==> src/rtl/pipe_controller.sv <==
// pipe_controller: five-stage MIPS control pipeline (ID/EX, EX/MEM, MEM/WB) with RAW stall,
// redirect flush and sticky SYSCALL halt. Define FORWARD_EN to swap RAW stalls for forwarding.
module pipe_controller #(
    parameter int unsigned ALUOP_W      = 4,
    parameter int unsigned RADDR_W      = 5,
    parameter int unsigned SYSCALL_HALT = 1
) (
    input  logic               clk,
    input  logic               rst,
    input  logic [5:0]         id_op,
    input  logic [5:0]         id_func,
    input  logic [RADDR_W-1:0] id_rs,
    input  logic [RADDR_W-1:0] id_rt,
    input  logic [RADDR_W-1:0] id_rd,
    input  logic               id_valid,
    input  logic               ex_redirect,
    output logic               stall,
    output logic               flush_ifid,
    output logic [ALUOP_W-1:0] ex_alu_op,
    output logic               ex_alu_src,
    output logic               ex_signed_ext,
    output logic               ex_beq,
    output logic               ex_bne,
    output logic               ex_jmp,
    output logic               ex_jr,
    output logic               ex_jal,
    output logic               mem_mem_write,
    output logic               mem_mem_to_reg,
    output logic               wb_reg_write,
    output logic [RADDR_W-1:0] wb_waddr,
    output logic [1:0]         fwd_a,
    output logic [1:0]         fwd_b,
    output logic               halt
);

    localparam logic [ALUOP_W-1:0] AluSll = ALUOP_W'(0);
    localparam logic [ALUOP_W-1:0] AluSrl = ALUOP_W'(2);
    localparam logic [ALUOP_W-1:0] AluAdd = ALUOP_W'(5);
    localparam logic [ALUOP_W-1:0] AluSub = ALUOP_W'(6);
    localparam logic [ALUOP_W-1:0] AluAnd = ALUOP_W'(7);
    localparam logic [ALUOP_W-1:0] AluOr  = ALUOP_W'(8);
    localparam logic [ALUOP_W-1:0] AluSlt = ALUOP_W'(11);

    typedef struct packed {
        logic [ALUOP_W-1:0] alu_op;
        logic               alu_src;
        logic               signed_ext;
        logic               beq;
        logic               bne;
        logic               jmp;
        logic               jr;
        logic               jal;
        logic               mem_write;
        logic               mem_to_reg;
        logic               reg_write;
        logic               syscall;
        logic [RADDR_W-1:0] waddr;
    } idex_t;

    typedef struct packed {
        logic               mem_write;
        logic               mem_to_reg;
        logic               reg_write;
        logic               syscall;
        logic [RADDR_W-1:0] waddr;
    } exmem_t;

    typedef struct packed {
        logic               reg_write;
        logic               syscall;
        logic [RADDR_W-1:0] waddr;
    } memwb_t;

    idex_t  dec, idex_q;
    exmem_t exmem_q;
    memwb_t memwb_q;
    logic   halt_q;
    logic   use_rs, use_rt, r_arith;
    logic   rs_ex, rs_mem, rt_ex, rt_mem;
    logic   hazard, frozen, bubble;

    always_comb begin
        dec     = '0;
        use_rs  = 1'b0;
        use_rt  = 1'b0;
        r_arith = 1'b0;
        if (id_valid) begin
            case (id_op)
                6'h00: begin
                    case (id_func)
                        6'h00:        begin dec.alu_op = AluSll; r_arith = 1'b1; end
                        6'h02:        begin dec.alu_op = AluSrl; r_arith = 1'b1; end
                        6'h20, 6'h21: begin dec.alu_op = AluAdd; r_arith = 1'b1; end
                        6'h22:        begin dec.alu_op = AluSub; r_arith = 1'b1; end
                        6'h24:        begin dec.alu_op = AluAnd; r_arith = 1'b1; end
                        6'h25:        begin dec.alu_op = AluOr;  r_arith = 1'b1; end
                        6'h2A:        begin dec.alu_op = AluSlt; r_arith = 1'b1; end
                        6'h08:        begin dec.jr = 1'b1; use_rs = 1'b1; end
                        6'h0C:        dec.syscall = 1'b1;
                        default:      ;
                    endcase
                    if (r_arith) begin
                        dec.reg_write = 1'b1;
                        dec.waddr     = id_rd;
                        use_rt        = 1'b1;
                        // Shifts take their amount from shamt, not rs.
                        use_rs        = (id_func != 6'h00) && (id_func != 6'h02);
                    end
                end
                6'h08, 6'h09: begin
                    dec.alu_op = AluAdd; dec.alu_src = 1'b1; dec.signed_ext = 1'b1;
                    dec.reg_write = 1'b1; dec.waddr = id_rt; use_rs = 1'b1;
                end
                6'h0C: begin
                    dec.alu_op = AluAnd; dec.alu_src = 1'b1;
                    dec.reg_write = 1'b1; dec.waddr = id_rt; use_rs = 1'b1;
                end
                6'h0D: begin
                    dec.alu_op = AluOr; dec.alu_src = 1'b1;
                    dec.reg_write = 1'b1; dec.waddr = id_rt; use_rs = 1'b1;
                end
                6'h23: begin
                    dec.alu_op = AluAdd; dec.alu_src = 1'b1; dec.signed_ext = 1'b1;
                    dec.mem_to_reg = 1'b1; dec.reg_write = 1'b1; dec.waddr = id_rt;
                    use_rs = 1'b1;
                end
                6'h2B: begin
                    dec.alu_op = AluAdd; dec.alu_src = 1'b1; dec.signed_ext = 1'b1;
                    dec.mem_write = 1'b1; use_rs = 1'b1; use_rt = 1'b1;
                end
                6'h04: begin
                    dec.alu_op = AluSub; dec.signed_ext = 1'b1; dec.beq = 1'b1;
                    use_rs = 1'b1; use_rt = 1'b1;
                end
                6'h05: begin
                    dec.alu_op = AluSub; dec.signed_ext = 1'b1; dec.bne = 1'b1;
                    use_rs = 1'b1; use_rt = 1'b1;
                end
                6'h02: dec.jmp = 1'b1;
                6'h03: begin
                    dec.jmp = 1'b1; dec.jal = 1'b1;
                    dec.reg_write = 1'b1; dec.waddr = RADDR_W'(31);
                end
                default: ;
            endcase
            if (dec.waddr == '0) dec.reg_write = 1'b0;
        end
    end

    function automatic logic dep(input logic [RADDR_W-1:0] src, input logic we,
                                 input logic [RADDR_W-1:0] dst);
        return (src != '0) && we && (src == dst);
    endfunction

    assign rs_ex  = use_rs && dep(id_rs, idex_q.reg_write, idex_q.waddr);
    assign rt_ex  = use_rt && dep(id_rt, idex_q.reg_write, idex_q.waddr);
    assign rs_mem = use_rs && dep(id_rs, exmem_q.reg_write, exmem_q.waddr);
    assign rt_mem = use_rt && dep(id_rt, exmem_q.reg_write, exmem_q.waddr);

`ifdef FORWARD_EN
    logic [1:0] fwd_a_d, fwd_b_d, fwd_a_q, fwd_b_q;
    // Only a load still in EX cannot be forwarded in time.
    assign hazard  = id_valid && idex_q.mem_to_reg && (rs_ex || rt_ex);
    // Producer now in EX reaches EX/MEM as this instruction enters EX; MEM producer reaches MEM/WB.
    assign fwd_a_d = rs_ex ? 2'd1 : (rs_mem ? 2'd2 : 2'd0);
    assign fwd_b_d = rt_ex ? 2'd1 : (rt_mem ? 2'd2 : 2'd0);
    assign fwd_a   = fwd_a_q;
    assign fwd_b   = fwd_b_q;
`else
    assign hazard = id_valid && (rs_ex || rs_mem || rt_ex || rt_mem);
    assign fwd_a  = 2'd0;
    assign fwd_b  = 2'd0;
`endif

    // A syscall in MEM/WB freezes the pipe on the same edge that sets halt, so nothing behind it retires.
    assign frozen     = halt_q || ((SYSCALL_HALT != 0) && memwb_q.syscall);
    assign stall      = frozen || (hazard && !ex_redirect);
    assign flush_ifid = ex_redirect && !frozen;
    assign bubble     = hazard || ex_redirect;

    always_ff @(posedge clk) begin
        if (rst) begin
            idex_q  <= '0;
            exmem_q <= '0;
            memwb_q <= '0;
            halt_q  <= 1'b0;
`ifdef FORWARD_EN
            fwd_a_q <= 2'd0;
            fwd_b_q <= 2'd0;
`endif
        end else if (frozen) begin
            halt_q <= 1'b1;
        end else begin
            idex_q             <= bubble ? '0 : dec;
            exmem_q.mem_write  <= idex_q.mem_write;
            exmem_q.mem_to_reg <= idex_q.mem_to_reg;
            exmem_q.reg_write  <= idex_q.reg_write;
            exmem_q.syscall    <= idex_q.syscall;
            exmem_q.waddr      <= idex_q.waddr;
            memwb_q.reg_write  <= exmem_q.reg_write;
            memwb_q.syscall    <= exmem_q.syscall;
            memwb_q.waddr      <= exmem_q.waddr;
`ifdef FORWARD_EN
            fwd_a_q <= bubble ? 2'd0 : fwd_a_d;
            fwd_b_q <= bubble ? 2'd0 : fwd_b_d;
`endif
        end
    end

    assign ex_alu_op      = idex_q.alu_op;
    assign ex_alu_src     = idex_q.alu_src;
    assign ex_signed_ext  = idex_q.signed_ext;
    assign ex_beq         = idex_q.beq;
    assign ex_bne         = idex_q.bne;
    assign ex_jmp         = idex_q.jmp;
    assign ex_jr          = idex_q.jr;
    assign ex_jal         = idex_q.jal;
    assign mem_mem_write  = exmem_q.mem_write;
    assign mem_mem_to_reg = exmem_q.mem_to_reg;
    assign wb_reg_write   = memwb_q.reg_write;
    assign wb_waddr       = memwb_q.waddr;
    assign halt           = halt_q;

endmodule

==> config.mk <==
export PLATFORM = sky130hd
export DESIGN_NAME = pipe_controller
export DESIGN_NICKNAME = d
export VERILOG_FILES = /design/src/rtl/pipe_controller.sv
export SDC_FILE = /design/constraint.sdc
export NUM_CORES = 1
export LEC_CHECK = 0
export CAP_MARGIN = 15
export CORE_MARGIN = 2
export CORE_UTILIZATION = 49
export DETAILED_ROUTE_END_ITERATION = 10
export PLACE_DENSITY = 0.77
export REMOVE_ABC_BUFFERS = 1
export SYNTH_ARGS = -nofsm -noshare
export SYNTH_HDL_FRONTEND = slang
export SYNTH_SLANG_ARGS = --single-unit
==> constraint.sdc <==
create_clock -name clk -period 2.9 [get_ports clk]
set_clock_uncertainty 0.15 [all_clocks]
set_input_delay 0.58 -clock clk [delete_from_list [all_inputs] [get_ports clk]]
set_output_delay 0.58 -clock clk [all_outputs]
set_load 0.005 [all_outputs]
==> key figures, run 1 <==
Placed design
  – Placed inst area: a little under 3000 sq um
  – Post-Place Cells: roughly 400
  – Dpl hpwl: roughly 4300 um
  – Final GP Congestion: approximately 0.95
  – PortBufs: 52

Cells and area
  – Diode count: 0
  – Finished Layout Cells: 407
  – Reg with most FFs: idex_q
  – Max reg flops: 9
  – Final design area excluding fillers: 3070 sq um
  – Area occupied by multi-input gates: ~1300 sq um
  – Filler instances: 367
  – Register area: approximately 740 sq um
  – Nets: 385
  – Commonest non-fill, non-tap cell in the layout: nand2_1
  – Area Overhead vs Synth: 39.4%
  – Layout cells sized above 1: 22.0%
  – Most frequent cells in the layout: 66 x nand2_1, 40 x buf_4, 37 x dfxtp_1, 37 x clkdlybuf4s50_1, 23 x a21oi_1

GRT
  – GR Overflow Total: 0
  – Aggregate global-route resource usage: 25.4%
  – Vias in the first global route: around 2,100
  – Pin count of the biggest net entering global routing: 24
  – Global-route wire length before repair: approximately 10,000 um
  – Initial antenna violation count: 0

Detailed routing
  – Drt pass-1 iters: 4
  – DR WL/cell: between 10 and 15 um
  – DRC Markers: 0
  – Detailed Route WL: approximately 6000 um
  – DRT iter0 DRCs: 190
  – ANT nets after route: 0
  – Vias post-DR: between 2,000 and 2,500
  – Drt via density: approximately 5.6

Floorplanning
  – Die X: between 70 and 80 um
  – Die area: 5050 sq um
  – Starting Density: between 50% and 60%
  – Core ar.: around 4400 sq um
  – Die H: just over 70 um
  – Io pins: between 50 and 60
  – Row count: 24

Setup path
  – Reg2reg start: halt
  – Crit path kind: input pin to primary output
  – WP data arrival: 2.14 ns
  – Reg-to-reg endpoint: idex_q[6]
  – Worst path top cell family by delay: buffers and inverters
  – Setup crit end kind: primary output
  – Critical path's slowest cell: clkdlybuf4s50_1
  – CP cell instances: clkdlybuf4s50_1 > xnor2_1 > nand4_1 > o22ai_2 > o211ai_2 > a21o_2 > nand2_2 > buf_2
  – R2R cell count: 5
  – Slowest stage delay, CP: around 0.56 ns
  – Startpoint type of the worst setup path: input pin
  – Worst path bufs/invs: 2
  – Crit-path max FO: 3
  – Worst Path Required: about 2.2 ns
  – Reg2reg setup slack: roughly 0.82 ns

Synthesis
  – Seq/Total Area, Yosys: 33.6%
  – Yosys reg bits: 37
  – Syn_area_per_cell: around 8 sq um
  – Ys Warns: 0
  – Post-Synthesis Cells: about 280
  – Synth cell types: 52
  – Area of the mapped netlist: ~2200 sq um

Pwr
  – Psw: 274 uW
  – Internal Power: 878 uW
  – Sw frac: 23.8%
  – Sequential power share: between 40% and 50%
  – P per Cell Area: between 300 and 400 nW/um^2
  – Fraction of power consumed by combinational cells: around 15%
  – VDD IR max: ~210 uV
  – Clock group share of total power: about 41%
  – Pleak: about 1.1 nW

Clock network
  – Skew-Pair Late Insertion Delay: 0.29 ns
  – CTS tree: built
  – Clk pin slew, worst setup/hold paths: 0.08 ns
  – H-tree depth: 2
  – Cts bufs inserted: 5
  – Root buf cell: clkbuf_8
  – CTS Buffer Depth: 2
  – Clk sinks: 37

STA
  – Fin crit share: 99.1%
  – Max Clk Rate: approximately 0.35 GHz
  – Tmin final: around 2.9 ns
  – Setup violators final: 0
  – Slew Viols, Final: 0
  – Final hold viol count: 0

Min path
  – Worst Hold End: wb_waddr[2]
  – Hold Path Origin: wb_waddr[2]
  – Type of the most critical hold path: register to register
  – Hold Path Stages: 2

Outcome
  – Status: finished clean

Run
  – Max Cap Viol: 0
-- routing by layer --
| metal | wire length (um) | track usage (%) | up-vias |
|---|---|---|---|
| met4 | 67 | 5.87 | 0 |
| li1 | - | - | 1117 |
| met5 | 0 | 0 | - |
| met2 | 2980 | 41.7 | 69 |
| met3 | 324 | 5.13 | 8 |
| met1 | 2720 | 34.5 | 1070 |
-- final cells by class --
class,instances,share of cell area (%)
clock buffers,7,2.81
clock inverters,1,0.978
inverters,3,0.367
multi-input cells,214,42.8
flip-flops and latches,37,24.1
well taps,52,2.12
repair buffers,93,26.8
-- synthesized netlist by cell type, drive strengths merged --
cell      n  area (sq um)
nand2    69           267
dfxtp    37           741
a21oi    26           138
buf      20           145
xnor2    20           175
nor2     13          48.8
o21ai    10          72.6
o31ai    10          95.1
clkbuf    8          30.0
nand4     7          43.8
nor3      6          41.3
nand3     5          25.0
a221oi    4          35.0
o22ai     4          25.0
a211o     3          27.5
inv       3          11.3
nor2b     3          18.8
o41ai     3          26.3
or3       3          18.8
a21o      2          16.3
a32oi     2          17.5
nor4      2          27.5
nor4b     2          17.5
a22o      1          8.76
a2bb2oi   1          8.76
a31o      1          8.76
a31oi     1          6.26
and2      1          6.26
and3      1          6.26
conb      1          3.75
maj3      1          10.0
nand2b    1          6.26
nand4b    1          8.76
nor3b     1          7.51
o211ai    1          12.5
o221ai    1          15.0
or2       1          6.26
or2b      1          7.51
or3b      1          8.76
or4       1          7.51
-- timing repair --
action                     4_1_cts  5_1_grt
hold buffers                     0        0
setup endpoints to repair        1        1
resized for setup               18       13
pin swaps                        8        7
setup buffers                    3        0
-- worst max-delay path by stage --
stage          startpoint     to  slack (ns)  depth (start not counted)
6_report         id_rs[3]  stall        0.03                          8
2_1_floorplan  id_func[1]  stall        0.37                          6
4_1_cts          id_rs[4]  stall       0.004                          8
3_5_place_dp   id_func[3]  stall       -0.61                          8
3_3_place_gp   id_func[3]  stall       -0.60                          8
5_1_grt          id_rs[2]  stall       -0.01                          8
-- through the flow --
step	hold slack (ns)	setup TNS, ns	total power [mW]	setup WS, ns	utilization [%]
floorplan	0.270	0	0.576	0.365	-
global placement	0.288	-0.602	0.686	-0.602	66.8
detailed placement	0.293	-0.614	0.690	-0.614	66.8
CTS	0.306	0	1.15	0.00359	70.0
global route	0.325	-0.0140	1.18	-0.0140	70.5
finish	0.306	0	1.15	0.0259	70.5
-- power groups by stage --
stage | Sequential, mW | Clock, mW | Combinational (mW)
5_1_grt | 0.511 | 0.490 | 0.183
3_5_place_dp | 0.523 | 0 | 0.167
2_1_floorplan | 0.523 | 0 | 0.0526
3_3_place_gp | 0.523 | 0 | 0.163
4_1_cts | 0.511 | 0.476 | 0.166
6_report | 0.511 | 0.472 | 0.169
-- cells by family after synthesis --
logic type               synth area share (%)
AO/OA/AOI/OAI                            23.3
XOR/XNOR                                 7.95
adder cells (fa/ha/maj)                 0.455
buffers and inverters                    8.47
flip-flops                               33.6
other                                   0.170
AND/OR/NAND/NOR                          26.0
-- worst min-delay path, cell delays in order, from the launching register on --
cell	delay [ns]
dfxtp_1	0.31
nand2_1	0.05
a21oi_1	0.05
Power figures use the tool's default switching activity.
==> run 2: changes to the inputs <==
--- a/config.mk
+++ b/config.mk
@@ -8,9 +8,11 @@
 export CAP_MARGIN = 15
 export CORE_MARGIN = 2
 export CORE_UTILIZATION = 49
+export CTS_CLUSTER_SIZE = 25
 export DETAILED_ROUTE_END_ITERATION = 10
 export PLACE_DENSITY = 0.77
 export REMOVE_ABC_BUFFERS = 1
 export SYNTH_ARGS = -nofsm -noshare
 export SYNTH_HDL_FRONTEND = slang
 export SYNTH_SLANG_ARGS = --single-unit
+export TNS_END_PERCENT = 20
==> results of run 2 <==
Final layout, timing and power as in run 1 (identical DEF).
==> RTL change, RTL diff (settings of run 1) <==
`RADDR_W`: 5 -> 6.
--- a/src/rtl/pipe_controller.sv
+++ b/src/rtl/pipe_controller.sv
@@ -2,7 +2,7 @@
 // redirect flush and sticky SYSCALL halt. Define FORWARD_EN to swap RAW stalls for forwarding.
 module pipe_controller #(
     parameter int unsigned ALUOP_W      = 4,
-    parameter int unsigned RADDR_W      = 5,
+    parameter int unsigned RADDR_W      = 6,
     parameter int unsigned SYSCALL_HALT = 1
 ) (
     input  logic               clk,
Ports: changed (resized id_rd, id_rs, id_rt and wb_waddr); port bits go from 57 to 61. The function was not compared with the original's and may differ.
==> RTL change against run 1 <==
The flow now finishes with violations (negative setup slack). Power is 6.5% lower. Die area is 3.1% higher. Sequential cell count is 3 higher. Final area is 2.3% higher. First-iteration DRC count is 26% higher. Area after synthesis is 3.3% higher. Routed wire length is 0.15% higher. Setup slack worse by 0.20 ns. Critical path type unchanged.
==> RTL change: results (changes against run 1) <==
Max reg flops = 10 (+1)
Post-synth cell types = 48 (-7.7%)
Post-placement cell count = 412 (+4.0%)
Total Neg Setup Slack = -0.174 ns (-0.174 ns)
Status = finished, violations left
CP peak stage delay = 0.53 ns (-0.03 ns)
Worst reg2reg path endpoint = idex_q[7]
Global Route Usage Sum = 0.238 (-0.0159)
Leakage = 1.16 nW (+4.4%)
Failing checks = negative setup slack
Power Clock = 0.352 mW (-25%)
Hpwl dp = 4.60 mm (+6.1%)
GP Congestion = 0.951 (+0.30%)
Iter 0 DRT Violations = 239 (+26%)
Max VDD drop = 0.203 mV (-5.0%)
Synth area leaders = dfxtp_1 (35%), nand2_1 (10%), a21oi_1 (6.6%)
Setup violators final = 1 (+1)
Synth Area in Compound Gates = 0.206 (-0.0272)
Post-CTS sizing = 21 (+3)
R2R setup slack = 0.78 ns (-0.04 ns)
Post-synthesis sequential area ratio = 0.352 (+0.0157)
FF-to-FF Start = idex_q[2]
Worst Hold End = wb_reg_write
Post-Synth XOR/XNOR Area = 0.0963 (+0.0167)
Vias = 2362 (+4.3%)
Pre-CTS setup slack = -0.941 ns (-0.326 ns)
Vias in the first global route = 2079 (-2.7%)
Register-to-Register Path Depth = 8 (+3)
PnR worst setup slack = -0.174 ns (-0.200 ns)
Adder-Cell Fraction of Synth Area = 0.00440 (-0.000145)
Signal arrival time at the worst endpoint = 2.34 ns (+0.20 ns)
Largest net degree at the start of global routing = 22 (-8.3%)
Share of cells above drive strength 1 = 0.170 (-0.0499)
First drt pass iteration count = 5 (+1)
Mean area per synthesized cell = 7.71 sq um (-2.3%)
Hold wc startpoint = wb_reg_write
Clk pwr share = 0.327 (-0.083)
Top post-synthesis cells by count = nand2_1 (63), dfxtp_1 (40), a21oi_1 (30)
Placed cell area = 0.00302 sq mm (+3.7%)
Seq pwr share = 0.513 (+0.069)
P_sw = 0.270 mW (-1.7%)
First-pass GRT wire length = 9.79 mm (-4.3%)
-- RTL change: routing by layer --
layer	routed length [um]	vias to the layer above	track usage	share of wire
met4	94	0	0.0755	0.015
met2	2850	96	0.381	0.47
met1	2760	1087	0.322	0.45
met5	0	-	0	0
li1	-	1166	-	-
met3	385	13	0.0486	0.063
-- RTL change: worst max-delay path by stage --
stage,startpoint,to,slack [ns],cells past startpoint
2_1_floorplan,id_op[1],stall,-0.12,6
3_3_place_gp,id_op[1],stall,-0.91,8
3_5_place_dp,id_op[1],stall,-0.94,8
6_report,id_op[5],stall,-0.17,8
4_1_cts,id_op[3],stall,-0.25,8
5_1_grt,id_rs[3],stall,-0.28,8
-- RTL change: area by class of cell --
type / count / area (sq um)
Clock buffer: 6 / 72.6
Clock inverter: 1 / 5.00
Fill cell: 352 / 1270
Inverter: 3 / 11.3
Multi-Input combinational cell: 224 / 1320
Sequential cell: 40 / 801
Tap cell: 52 / 65.1
Timing Repair Buffer: 97 / 868
